**src/rtl/adder_32_bit_pkg.sv**
```systemverilog
// Datapath adder constants: operand width and carry-lookahead group geometry.
package adder_32_bit_pkg;

   localparam int unsigned WIDTH = 32;
   localparam int unsigned GRP_W = 4;
   localparam int unsigned N_GRP = WIDTH / GRP_W;

endpackage

```
**src/rtl/cla_4_bit.sv**
```systemverilog
// 4-bit carry-lookahead group: internal carries are flattened sum-of-products,
// and the group generate/propagate feed the second-level lookahead.
module cla_4_bit
   import adder_32_bit_pkg::*;
(
   input  logic [GRP_W-1:0] a,
   input  logic [GRP_W-1:0] b,
   input  logic             ci,
   output logic [GRP_W-1:0] s,
   output logic             g,
   output logic             p
);

   logic [GRP_W-1:0] gen;
   logic [GRP_W-1:0] prop;
   logic [GRP_W-1:0] c;

   assign gen  = a & b;
   assign prop = a ^ b;

   // Group G/P must not depend on ci, or the second level would form a loop.
   assign g = gen[3]
            | (prop[3] & gen[2])
            | (prop[3] & prop[2] & gen[1])
            | (prop[3] & prop[2] & prop[1] & gen[0]);
   assign p = &prop;

   always_comb begin
      c[0] = ci;
      c[1] = gen[0] | (prop[0] & ci);
      c[2] = gen[1] | (prop[1] & gen[0]) | (prop[1] & prop[0] & ci);
      c[3] = gen[2] | (prop[2] & gen[1]) | (prop[2] & prop[1] & gen[0])
           | (prop[2] & prop[1] & prop[0] & ci);
      s    = prop ^ c;
   end

endmodule

```
**src/rtl/adder_32_bit.sv**
```systemverilog
// 32-bit two's-complement adder: eight CLA groups, a second-level lookahead,
// signed overflow, and a registered copy of sum/cout/ovf for the ALU result path.
module adder_32_bit
   import adder_32_bit_pkg::*;
(
   input  logic             clk,
   input  logic             clr_n,
   input  logic [WIDTH-1:0] a,
   input  logic [WIDTH-1:0] b,
   input  logic             cin,
   output logic [WIDTH-1:0] sum,
   output logic             cout,
   output logic             ovf,
   output logic [WIDTH-1:0] sum_q,
   output logic             cout_q,
   output logic             ovf_q
);

   logic [N_GRP-1:0] grp_g;
   logic [N_GRP-1:0] grp_p;
   logic [N_GRP:0]   c;
   logic             c_next;
   logic             p_chain;

   logic [WIDTH-1:0] sum_d;
   logic             cout_d;
   logic             ovf_d;

   for (genvar gi = 0; gi < N_GRP; gi++) begin : g_grp
      cla_4_bit u_cla (
         .a  (a[gi*GRP_W +: GRP_W]),
         .b  (b[gi*GRP_W +: GRP_W]),
         .ci (c[gi]),
         .s  (sum[gi*GRP_W +: GRP_W]),
         .g  (grp_g[gi]),
         .p  (grp_p[gi])
      );
   end

   // Each group carry is expanded to a flat G/P product sum, so no carry
   // ever ripples from one group into the next.
   // NOTE: every variable gets a default at the top of always_comb so no
   // path leaves it unassigned and no latch is inferred.
   always_comb begin
      c       = '0;
      c_next  = 1'b0;
      p_chain = 1'b0;
      c[0]    = cin;
      for (int k = 0; k < N_GRP; k++) begin
         c_next  = grp_g[k];
         p_chain = grp_p[k];
         for (int j = k - 1; j >= 0; j--) begin
            c_next  = c_next | (p_chain & grp_g[j]);
            p_chain = p_chain & grp_p[j];
         end
         c[k+1] = c_next | (p_chain & cin);
      end
   end

   assign cout = c[N_GRP];
   assign ovf  = (a[WIDTH-1] == b[WIDTH-1]) && (sum[WIDTH-1] != a[WIDTH-1]);

   always_comb begin
      sum_d  = sum;
      cout_d = cout;
      ovf_d  = ovf;
   end

   // NOTE: sequential state uses non-blocking assignments so every flop
   // samples its pre-edge value regardless of block evaluation order.
   always_ff @(posedge clk or negedge clr_n) begin
      if (!clr_n) begin
         sum_q  <= '0;
         cout_q <= 1'b0;
         ovf_q  <= 1'b0;
      end else begin
         sum_q  <= sum_d;
         cout_q <= cout_d;
         ovf_q  <= ovf_d;
      end
   end

endmodule

```
**config.mk**
```make
export PLATFORM = sky130hd
export DESIGN_NAME = adder_32_bit
export DESIGN_NICKNAME = d
export VERILOG_FILES = /design/src/rtl/adder_32_bit_pkg.sv /design/src/rtl/cla_4_bit.sv /design/src/rtl/adder_32_bit.sv
export SDC_FILE = /design/constraint.sdc
export NUM_CORES = 1
export LEC_CHECK = 0
export BUFFER_PORTS_ARGS = -buffer_cell sky130_fd_sc_hd__buf_4
export CAP_MARGIN = 15
export CELL_PAD_IN_SITES_DETAIL_PLACEMENT = 0
export CELL_PAD_IN_SITES_GLOBAL_PLACEMENT = 2
export CORE_ASPECT_RATIO = 0.9
export CORE_UTILIZATION = 28
export DETAILED_ROUTE_END_ITERATION = 10
export PLACE_DENSITY_LB_ADDON = 0.1
export SETUP_SLACK_MARGIN = 0.15
export SYNTH_ARGS = -nofsm -noshare
export SYNTH_HDL_FRONTEND = slang
export SYNTH_HIERARCHICAL = 1
export SYNTH_SLANG_ARGS = --single-unit
```
**constraint.sdc**
```tcl
create_clock -name clk -period 6.1 [get_ports clk]
set_input_delay 0.61 -clock clk [delete_from_list [all_inputs] [get_ports clk]]
set_output_delay 0.61 -clock clk [all_outputs]
set_load 0.02 [all_outputs]
```
Yosys cells after proc, flatten, opt, wreduce, memory -nomap -nowiden
Index checks and enable logic that the tools add are counted.
{ "totals": {"inputBits": 67, "wordCells": 322, "out_inout_bits": 68, "reg_bits": 34} }
{ "classes": {"n_reduce_logical": 9, "n_eq_ne": 2, "bitwise": 308} }
{ "op_table": {"columns": ["op", "n"], "rows": [
  ["1-bit AND", 176],
  ["1-bit bitwise OR", 108],
  ["4-bit XOR", 16],
  ["4-bit AND", 8],
  ["4-bit AND reduction", 8],
  ["1-bit equality test", 1],
  ["1-bit logical AND", 1],
  ["1-bit != test", 1]
]} }

Longest topological paths before layout
Gate-level depths: netlist of run 1.
{ "depth": {"word_depth": 18, "mapped_depth": 13, "depth_no_buf": 13} }

Cells and area by module
The synthesis of run 1 kept the hierarchy.
{ "by_module_without_submodules": {"columns": ["mod", "area_per_inst_um2", "seq_area_each_um2", "cells_per_inst", "instances"], "rows": [
  ["cla_4_bit", 182.7, 0.0, 22, 8],
  ["adder_32_bit", 991.0, 850.8, 54, 1]
]} }

Least setup slack after synthesis of run 1
No wires, ideal clock.
{ "synth_timing": {"path_kind": "input to output", "start": "in a[14]", "end": "out ovf", "t_arrival_ns": 3.093, "t_required_ns": 5.490, "path_stages": 12, "path_buffers": 0, "setup_slack_ns": 2.397, "cell_sequence": "ha_1 > a21oi_1 > nand2_1 > a21o_1 > a21o_1 > a211oi_2 > nand2b_2 > a21o_2 > nand4_1 > nand3_1 > xor2_1 > o21ai_0"} }
{ "synth_between": {"elab_chain_cells": 16, "elab_cells_between_ends": 30, "cone_classes": "1 x eq/ne; 27 x bitwise; 2 x reduce/logical"} }
{ "synth_rtl": {"columns": ["item", "line", "source"], "rows": [
  ["from (decl)", "adder_32_bit.sv:8", "input logic [WIDTH-1:0] a,"],
  ["4-bit AND or 4-bit XOR (tied branches)", "cla_4_bit.sv:18, cla_4_bit.sv:19", null],
  ["1-bit AND, on equally long branches", "cla_4_bit.sv:23, cla_4_bit.sv:24, cla_4_bit.sv:25", null],
  ["1-bit bitwise OR (tied with other cells)", "cla_4_bit.sv:23", "| (prop[3] & gen[2])"],
  ["1-bit bitwise OR or 1-bit AND (tied branches)", "cla_4_bit.sv:24, cla_4_bit.sv:25", null],
  ["1-bit bitwise OR *", "cla_4_bit.sv:25", "| (prop[3] & prop[2] & prop[1] & gen[0]);"],
  ["named net grp_g[3]", "adder_32_bit.sv:19", "logic [N_GRP-1:0] grp_g;"],
  ["1-bit AND *", "adder_32_bit.sv:53", "c_next = c_next | (p_chain & grp_g[j]);"],
  ["1-bit bitwise OR * (4 in series)", "adder_32_bit.sv:53", null],
  ["1-bit bitwise OR *", "adder_32_bit.sv:56", "c[k+1] = c_next | (p_chain & cin);"],
  ["named net c[7]", "adder_32_bit.sv:21", "logic [N_GRP:0] c;"],
  ["1-bit AND *", "cla_4_bit.sv:33", "| (prop[2] & prop[1] & prop[0] & ci);"],
  ["1-bit bitwise OR *", "cla_4_bit.sv:33", null],
  ["4-bit XOR *", "cla_4_bit.sv:34", "s = prop ^ c;"],
  ["named net sum[31]", "adder_32_bit.sv:11", "output logic [WIDTH-1:0] sum,"],
  ["1-bit != test *", "adder_32_bit.sv:61", "assign ovf = (a[WIDTH-1] == b[WIDTH-1]) && (sum[WIDTH-1] != a[WIDTH-1]);"],
  ["1-bit logical AND *", "adder_32_bit.sv:61", null],
  ["to (decl)", "adder_32_bit.sv:13", "output logic ovf,"]
]} }
The timed path passes the listed nets; every way through them passes the cells marked *.

Worst setup path after layout of run 1
{ "layout_timing": {"start": "in a[10]", "end": "out ovf"} }
{ "layout_between": {"elab_chain_cells": 15, "elab_cells_between_ends": 27, "cone_classes": "1 x eq/ne; 24 x bitwise; 2 x reduce/logical"} }
{ "layout_rtl": {"columns": ["item", "line"], "rows": [
  ["4-bit AND or 4-bit XOR (tied branches)", "cla_4_bit.sv:18, cla_4_bit.sv:19"],
  ["1-bit AND, on equally long branches", "cla_4_bit.sv:23, cla_4_bit.sv:24, cla_4_bit.sv:25"],
  ["1-bit bitwise OR (tied with other cells)", "cla_4_bit.sv:23"],
  ["1-bit bitwise OR or 1-bit AND (tied branches)", "cla_4_bit.sv:24, cla_4_bit.sv:25"],
  ["1-bit bitwise OR *", "cla_4_bit.sv:25"],
  ["named net grp_g[2]", "adder_32_bit.sv:19"],
  ["1-bit AND *", "adder_32_bit.sv:53"],
  ["1-bit bitwise OR * (3 in series)", "adder_32_bit.sv:53"],
  ["1-bit bitwise OR *", "adder_32_bit.sv:56"],
  ["named net c[7]", "adder_32_bit.sv:21"],
  ["1-bit AND *", "cla_4_bit.sv:33"],
  ["1-bit bitwise OR *", "cla_4_bit.sv:33"],
  ["4-bit XOR *", "cla_4_bit.sv:34"],
  ["1-bit != test *", "adder_32_bit.sv:61"],
  ["1-bit logical AND *", "adder_32_bit.sv:61"]
]} }
Marks and branches as above.

==> results.py, run 1 <==
metrics = {
    "outcome": {
        "status": "finished clean",
    },
    "placed_design": {
        "port_buffers": 134,
        "gp_congestion": 0.725,
        "dp_hpwl_um": 5080,
        "dpl.cell_count": 483,
        "place_area_um2": 3610,
    },
    "critical_path": {
        "crit_slowest_cell": "ha_1",
        "startpoint_type": "input pin",
        "crit_required_ns": 5.49,
        "path_max_fanout": 5,
        "crit_type": "in2out",
        "cp_cell_sequence": "buf_4, ha_1, a21oi_1, nand2_1, a21o_1, and4_1, a211oi_2, nand2b_2, a21o_2, nand4_1, nand3_1, xor2_1, o21ai_0, buf_4",
        "cpMostUsedCell": "buf_4",
        "critPathArrivalTime_ns": 3.26,
        "critPathCaptureType": "primary output",
        "slowest_delay_ns": 0.36,
    },
    "clocking": {
        "cts_hold_buf": 0,
        "cts-buffers-inserted": 5,
        "cts_buffer_depth": 2,
        "ctsResizeCount": 0,
        "clk_pin_slew_ns": 0.08,
        "h-tree-depth": 2,
        "cts_root_buffer": "clkbuf_8",
        "post-cts-setup-buffers": 0,
        "cts_tree": "yes",
        "cts_sinks": 34,
    },
    "power": {
        "p_leak_uw": 0.00203,
        "power_density_nw_per_um2": 257,
        "ir_worst_vdd_mv": 0.116,
        "fin_total_pwr_uw": 950,
    },
    "synthesis": {
        "synth_top_family_by_area": "adder cells",
        "post_synth_and_or_nand_nor_area_fraction_pct": 11.6,
        "yosysTopAreaCellShare_pct": 34.7,
        "synth_fa_ha_area_share_pct": 26.9,
        "synth_compound_area_share_pct": 13.3,
        "synth_xor_area_share_pct": 8.57,
        "ys_types": 21,
        "synth.largest_area_cell": "dfrtp_1",
        "syn_area_per_cell_um2": 10.7,
        "syn_area_um2": 2450,
        "synth_seq_area_share_pct": 34.7,
        "netlist_instances": 230,
        "synth.area.top_cells": "dfrtp_1 (35%), ha_1 (20%), fa_1 (6.5%)",
        "syn-num-nets": 345,
        "ys_warn_count": 6,
        "synthMuxAreaShare_pct": 0,
        "synth-seq-cells": 34,
    },
    "grt": {
        "grt_pass1_wl_um": 10100,
        "grt_use_total_pct": 14.1,
        "grt_pass1_vias": 2206,
        "antenna_found_initial": 0,
        "grt_max_degree": 35,
        "grt_overflow": 0,
    },
    "timing": {
        "hold_viol_final": 0,
        "setup_viol": 0,
        "relSlewSlack_pct": 69.8,
        "period_share_pct": 63.4,
        "setup_tns_ns": 0,
        "tightest_slew_ns": 0.453,
        "timing.fmax_mhz": 258,
        "rsz0062_at_grt": "no",
        "drv_slew": 0,
        "min_period_ns": 3.87,
    },
    "die": {
        "io_pins": 135,
        "core-area_um2": 8530,
        "start_util_pct": 28.8,
        "num_rows": 32,
        "dieHeight_um": 90.8,
        "dieWidth_um": 101,
        "dieArea_um2": 9140,
    },
    "job": {
        "drv_cap": 0,
    },
    "drt": {
        "drt_iter0_markers": 30,
        "remaining_drc_errors": 0,
        "vias": 2117,
        "ant_nets": 0,
        "viasPerCell": 4.31,
        "drt_pass1_iterations": 6,
        "wire_per_inst_um": 12.2,
        "drt_wl_total_um": 6000,
    },
    "layout": {
        "postLayoutCellArea_um2": 3700,
        "fillers": 890,
        "drive_gt1_share_pct": 43.8,
        "final_cells": 491,
        "syn2layout_area_growth_pct": 50.8,
        "diodes": 0,
        "nets": 486,
        "final_core_util_pct": 43.4,
    },
    "hold_path": {
        "hp-class": "in2async",
    },
}
## metal layers
metal | vias up | track usage (%) | wire length [µm]
met4 | 0 | 3.99 | 62
li1 | 1082 | - | -
met1 | 958 | 17.6 | 2710
met5 | - | 0 | 0
met2 | 71 | 24.2 | 2860
met3 | 6 | 3.02 | 366
## report_power, final
part	switching (µW)	internal, µW
combinational	270	216
sequential	12.7	273
clock	87.5	91.2
## cells by family (layout without fill, tap and decap cells)
family,after synthesis,after routing
AO/OA/AOI/OAI,44,44
XOR/XNOR,24,24
adder cells (fa/ha/maj),48,48
buffers and inverters,32,174
flip-flops,34,34
AND/OR/NAND/NOR,48,48
## stage by stage
stage / hold slack [ns] / setup slack (ns)
after detailed placement: 0.600 / 2.23
final: 0.268 / 2.23
after floorplan: 0.314 / 2.40
after global placement: 0.598 / 2.32
after global routing: 0.307 / 1.96
after CTS: 0.278 / 2.23
## Yosys cell counts (all sizes together)
cell	number
xnor2	16
o21ai	1
nand2	11
a211oi	1
a21o	22
xor2	8
nor2	1
inv	32
dfrtp	34
nand2b	1
ha	40
a31o	2
nand4	9
nand3	17
and4	9
fa	8
a21oi	18
## worst max path at each step
stage                     end  slack (ns)  start
after floorplan           ovf        2.40  a[14]
after global placement    ovf        2.32  a[14]
after detailed placement  ovf        2.23  a[14]
after CTS                 ovf        2.23  a[14]
after global routing      ovf        1.96  a[14]
final                     ovf        2.23  a[10]
## registers in the layout (all words and copies together), names as in the netlist
register and cells:
cout_q 1, ovf_q 1, sum_q 32
## critical path: cells and delay by family
family | cells | cell delay, ns
AO/OA/AOI/OAI | 5 | 1.18
XOR/XNOR | 1 | 0.19
adder cells (fa/ha/maj) | 1 | 0.36
buffers and inverters | 2 | 0.30
AND/OR/NAND/NOR | 5 | 0.61
## placed cells by master (no fill, tap or decap), types with 2 or more instances in the layout
cell / netlist / routed
a21o_1: 20 / 20
a21o_2: 2 / 2
a21oi_1: 9 / 9
a21oi_2: 9 / 9
and4_2: 8 / 8
buf_4: 0 / 134
clkbuf_8: 0 / 6
dfrtp_1: 34 / 34
fa_1: 8 / 8
ha_1: 40 / 40
inv_1: 32 / 32
nand2_1: 11 / 11
nand3_1: 17 / 17
nand4_1: 9 / 9
xnor2_1: 16 / 16
xor2_1: 8 / 8
## final cells by class
class | count | area (µm²) | share of cell area (%)
clock buffers | 7 | 86.3 | 2.33
clock inverters | 1 | 5.00 | 0.135
well taps | 119 | 149 | 4.03
multi-input cells | 164 | 1480 | 40.1
flip-flops and latches | 34 | 851 | 23.0
inverters | 32 | 120 | 3.25
repair buffers | 134 | 1010 | 27.2
Power figures use the tool's default switching activity.
==> inputs of run 2 (changes only) <==
- ABC_AREA: unset -> 1
- CORE_UTILIZATION: 28 -> 25
- clock period: 6.1 -> 3.65 ns (I/O delays scaled with it)
==> results.py, run 2 <==
metrics = {
    "timing": {
        "period_share_pct": 85.4,
        "hold_viol_final": 0,
        "min_period_ns": 3.12,
        "tightest_slew_ns": 0.482,
        "rsz0062_at_grt": "no",
        "setup_tns_ns": 0,
        "drv_slew": 0,
        "timing.fmax_mhz": 321,
        "setup_viol": 0,
        "relSlewSlack_pct": 67.9,
    },
    "synthesis": {
        "synth-seq-cells": 34,
        "synth_edf_count": 0,
        "synthFlopType": "dfrtp_1",
        "syn_area_um2": 2720,
        "syn-num-nets": 448,
        "netlist_instances": 333,
        "synth.largest_area_cell": "dfrtp_1",
        "yosysTopAreaCellShare_pct": 31.3,
        "synth_seq_area_share_pct": 31.3,
        "synthTopCellsByCount": "inv_1 (72), nand2_1 (64), ha_1 (40)",
        "ys_warn_count": 6,
        "synth-async-reset-ratio_pct": 100,
        "syn_area_per_cell_um2": 8.16,
        "synth.area.top_cells": "dfrtp_1 (31%), ha_1 (18%), inv_1 (9.9%)",
        "ys_types": 15,
        "synth_most_common_cell": "inv_1",
    },
    "die": {
        "start_util_pct": 26.1,
        "dieWidth_um": 112,
        "dieHeight_um": 101,
        "num_rows": 35,
        "dieArea_um2": 11300,
        "io_pins": 135,
        "core-area_um2": 10400,
    },
    "drt": {
        "remaining_drc_errors": 11,
        "viasPerCell": 4.13,
        "routed.top_layer": "met4",
        "drt_pass1_iterations": 8,
        "dr_wl_met3_um": 594,
        "drt_iter0_markers": 61,
        "wire_per_inst_um": 11.2,
        "met1_length_um": 3080,
        "drt_wl_total_um": 6780,
        "met2_length_um": 3030,
        "ant_nets": 0,
        "vias": 2493,
    },
    "critical_path": {
        "crit_type": "in2out",
        "slowest_delay_ns": 0.38,
        "crit_required_ns": 3.28,
        "crit_slowest_cell": "ha_1",
        "critPathArrivalTime_ns": 2.75,
        "critPathCaptureType": "primary output",
        "startpoint_type": "input pin",
        "path_max_fanout": 5,
        "cpMostUsedCell": "nand2_2",
        "cp_cell_sequence": "buf_4, ha_1, nand2_2, nor2_2, nor2_2, o21bai_1, inv_1, nor2_1, nor2_1, nand2_2, nand2_2, nand2_2, nand2_1, nand2_1, nand4_1, nand2_2, nand2_1, nand2_1, inv_1, nor2_1, nor2_1, a21oi_1, buf_4",
    },
    "job": {
        "drv_cap": 0,
    },
    "power": {
        "fin_total_pwr_uw": 1750,
        "p_clk_share_pct": 27.1,
        "ir_worst_vdd_mv": 0.185,
        "pwr-share-seq_pct": 26.8,
        "p_comb_share_pct": 46.1,
        "switching_share_pct": 37.0,
        "p_switching_uw": 650,
        "power_density_nw_per_um2": 433,
        "p_leak_uw": 0.00224,
        "intPower_uw": 1100,
    },
    "layout": {
        "largestRegisters": "sum_q x32, cout_q x1, ovf_q x1",
        "final_core_util_pct": 38.9,
        "top_register": "sum_q",
        "final_common_cell": "buf_4",
        "largest_register_ffs": 32,
        "diodes": 0,
        "drive_gt1_share_pct": 37.7,
        "syn2layout_area_growth_pct": 49.1,
        "final_cell_mix": "buf_4 (134), inv_1 (72), nand2_1 (64)",
        "nets": 589,
    },
    "clocking": {
        "post-cts-setup-buffers": 0,
        "cts_sinks": 34,
        "cts_buffer_depth": 2,
        "clk_pin_slew_ns": 0.05,
        "h-tree-depth": 2,
        "cts_root_buffer": "clkbuf_16",
        "cts-buffers-inserted": 5,
        "cts_hold_buf": 0,
        "ctsResizeCount": 0,
        "cts_tree": "yes",
    },
    "grt": {
        "grt_pass1_vias": 2382,
        "grt_pass1_wl_um": 11000,
        "antenna_found_initial": 0,
        "grt_max_degree": 35,
        "grt_use_total_pct": 12.3,
        "grt_overflow": 0,
    },
    "hold_path": {
        "hp-class": "in2async",
    },
    "placed_design": {
        "port_buffers": 134,
        "gp_congestion": 0.721,
        "dp_hpwl_um": 5760,
    },
    "outcome": {
        "status": "finished, violations left",
        "violations": "DRC",
    },
}
run 2: cell count changes after synthesis, sizes merged, moves of 2 or more:
cell	change
nand3	+8
nand2	+74
a21oi	-15
a21o	-22
nor2	+31
and4	-9
inv	+40
o21bai	+8
xnor2	-8
a31o	-2
run 2: final cells by class:
cell class	count	area (µm²)
well taps	129	161
flip-flops and latches	34	851
repair buffers	134	1010
inverters	72	270
multi-input cells	227	1600
clock buffers	8	166
fillers	1096	6370
run 2: path summary, 6_finish.rpt:
| check | cells after the start | from | end |
|---|---|---|---|
| min in group clk | 2 | b[31] | ovf_q |
| setup / recovery | 23 | a[1] | ovf |
| hold / removal | 1 | clr_n | sum_q[11] |
| max in group asynchronous | 1 | clr_n | sum_q[23] |
run 2: power groups by stage:
stage	registers, µW	logic, µW	clock network, µW
global placement	477	821	0
detailed placement	479	820	0
floorplan	580	349	0
global route	477	884	510
finish	471	809	475
CTS	472	823	499
run 2: layer usage:
metal / global-route usage (%) / up-vias
met5: 0 / -
met4: 4.05 / 0
met3: 3.85 / 6
met2: 19.9 / 82
met1: 15.7 / 1101
li1: - / 1304
run 2: kinds of logic after synthesis:
| logic type | count (synthesis) | share of synthesized area, % |
|---|---|---|
| DFF | 34 | 31.3 |
| adders and majority gates | 48 | 24.3 |
| AOI/OAI and AO/OA | 11 | 2.76 |
| xor gates and xnor gates | 16 | 5.16 |
| and+or+nand+nor | 152 | 26.5 |
| buffers and inverters | 72 | 9.94 |
run 2: worst max-delay path: cells and delay by family:
family | cells | cell delay [ns]
buffers and inverters | 4 | 0.41
adder cells (fa/ha/maj) | 1 | 0.38
AND/OR/NAND/NOR | 16 | 1.30
AO/OA/AOI/OAI | 2 | 0.31
run 2: through the flow:
step / hold WS [ns] / instance area [µm²] / std cells / setup WS (ns)
floorplan: 0.0694 / 2720 / 333 / 0.692
global placement: 0.367 / 3880 / 596 / 0.525
detailed placement: 0.370 / 3880 / 596 / 0.500
CTS: 0.0643 / 4050 / 604 / 0.497
global route: 0.0867 / 4050 / 604 / 0.156
finish: 0.0496 / 4050 / 604 / 0.533
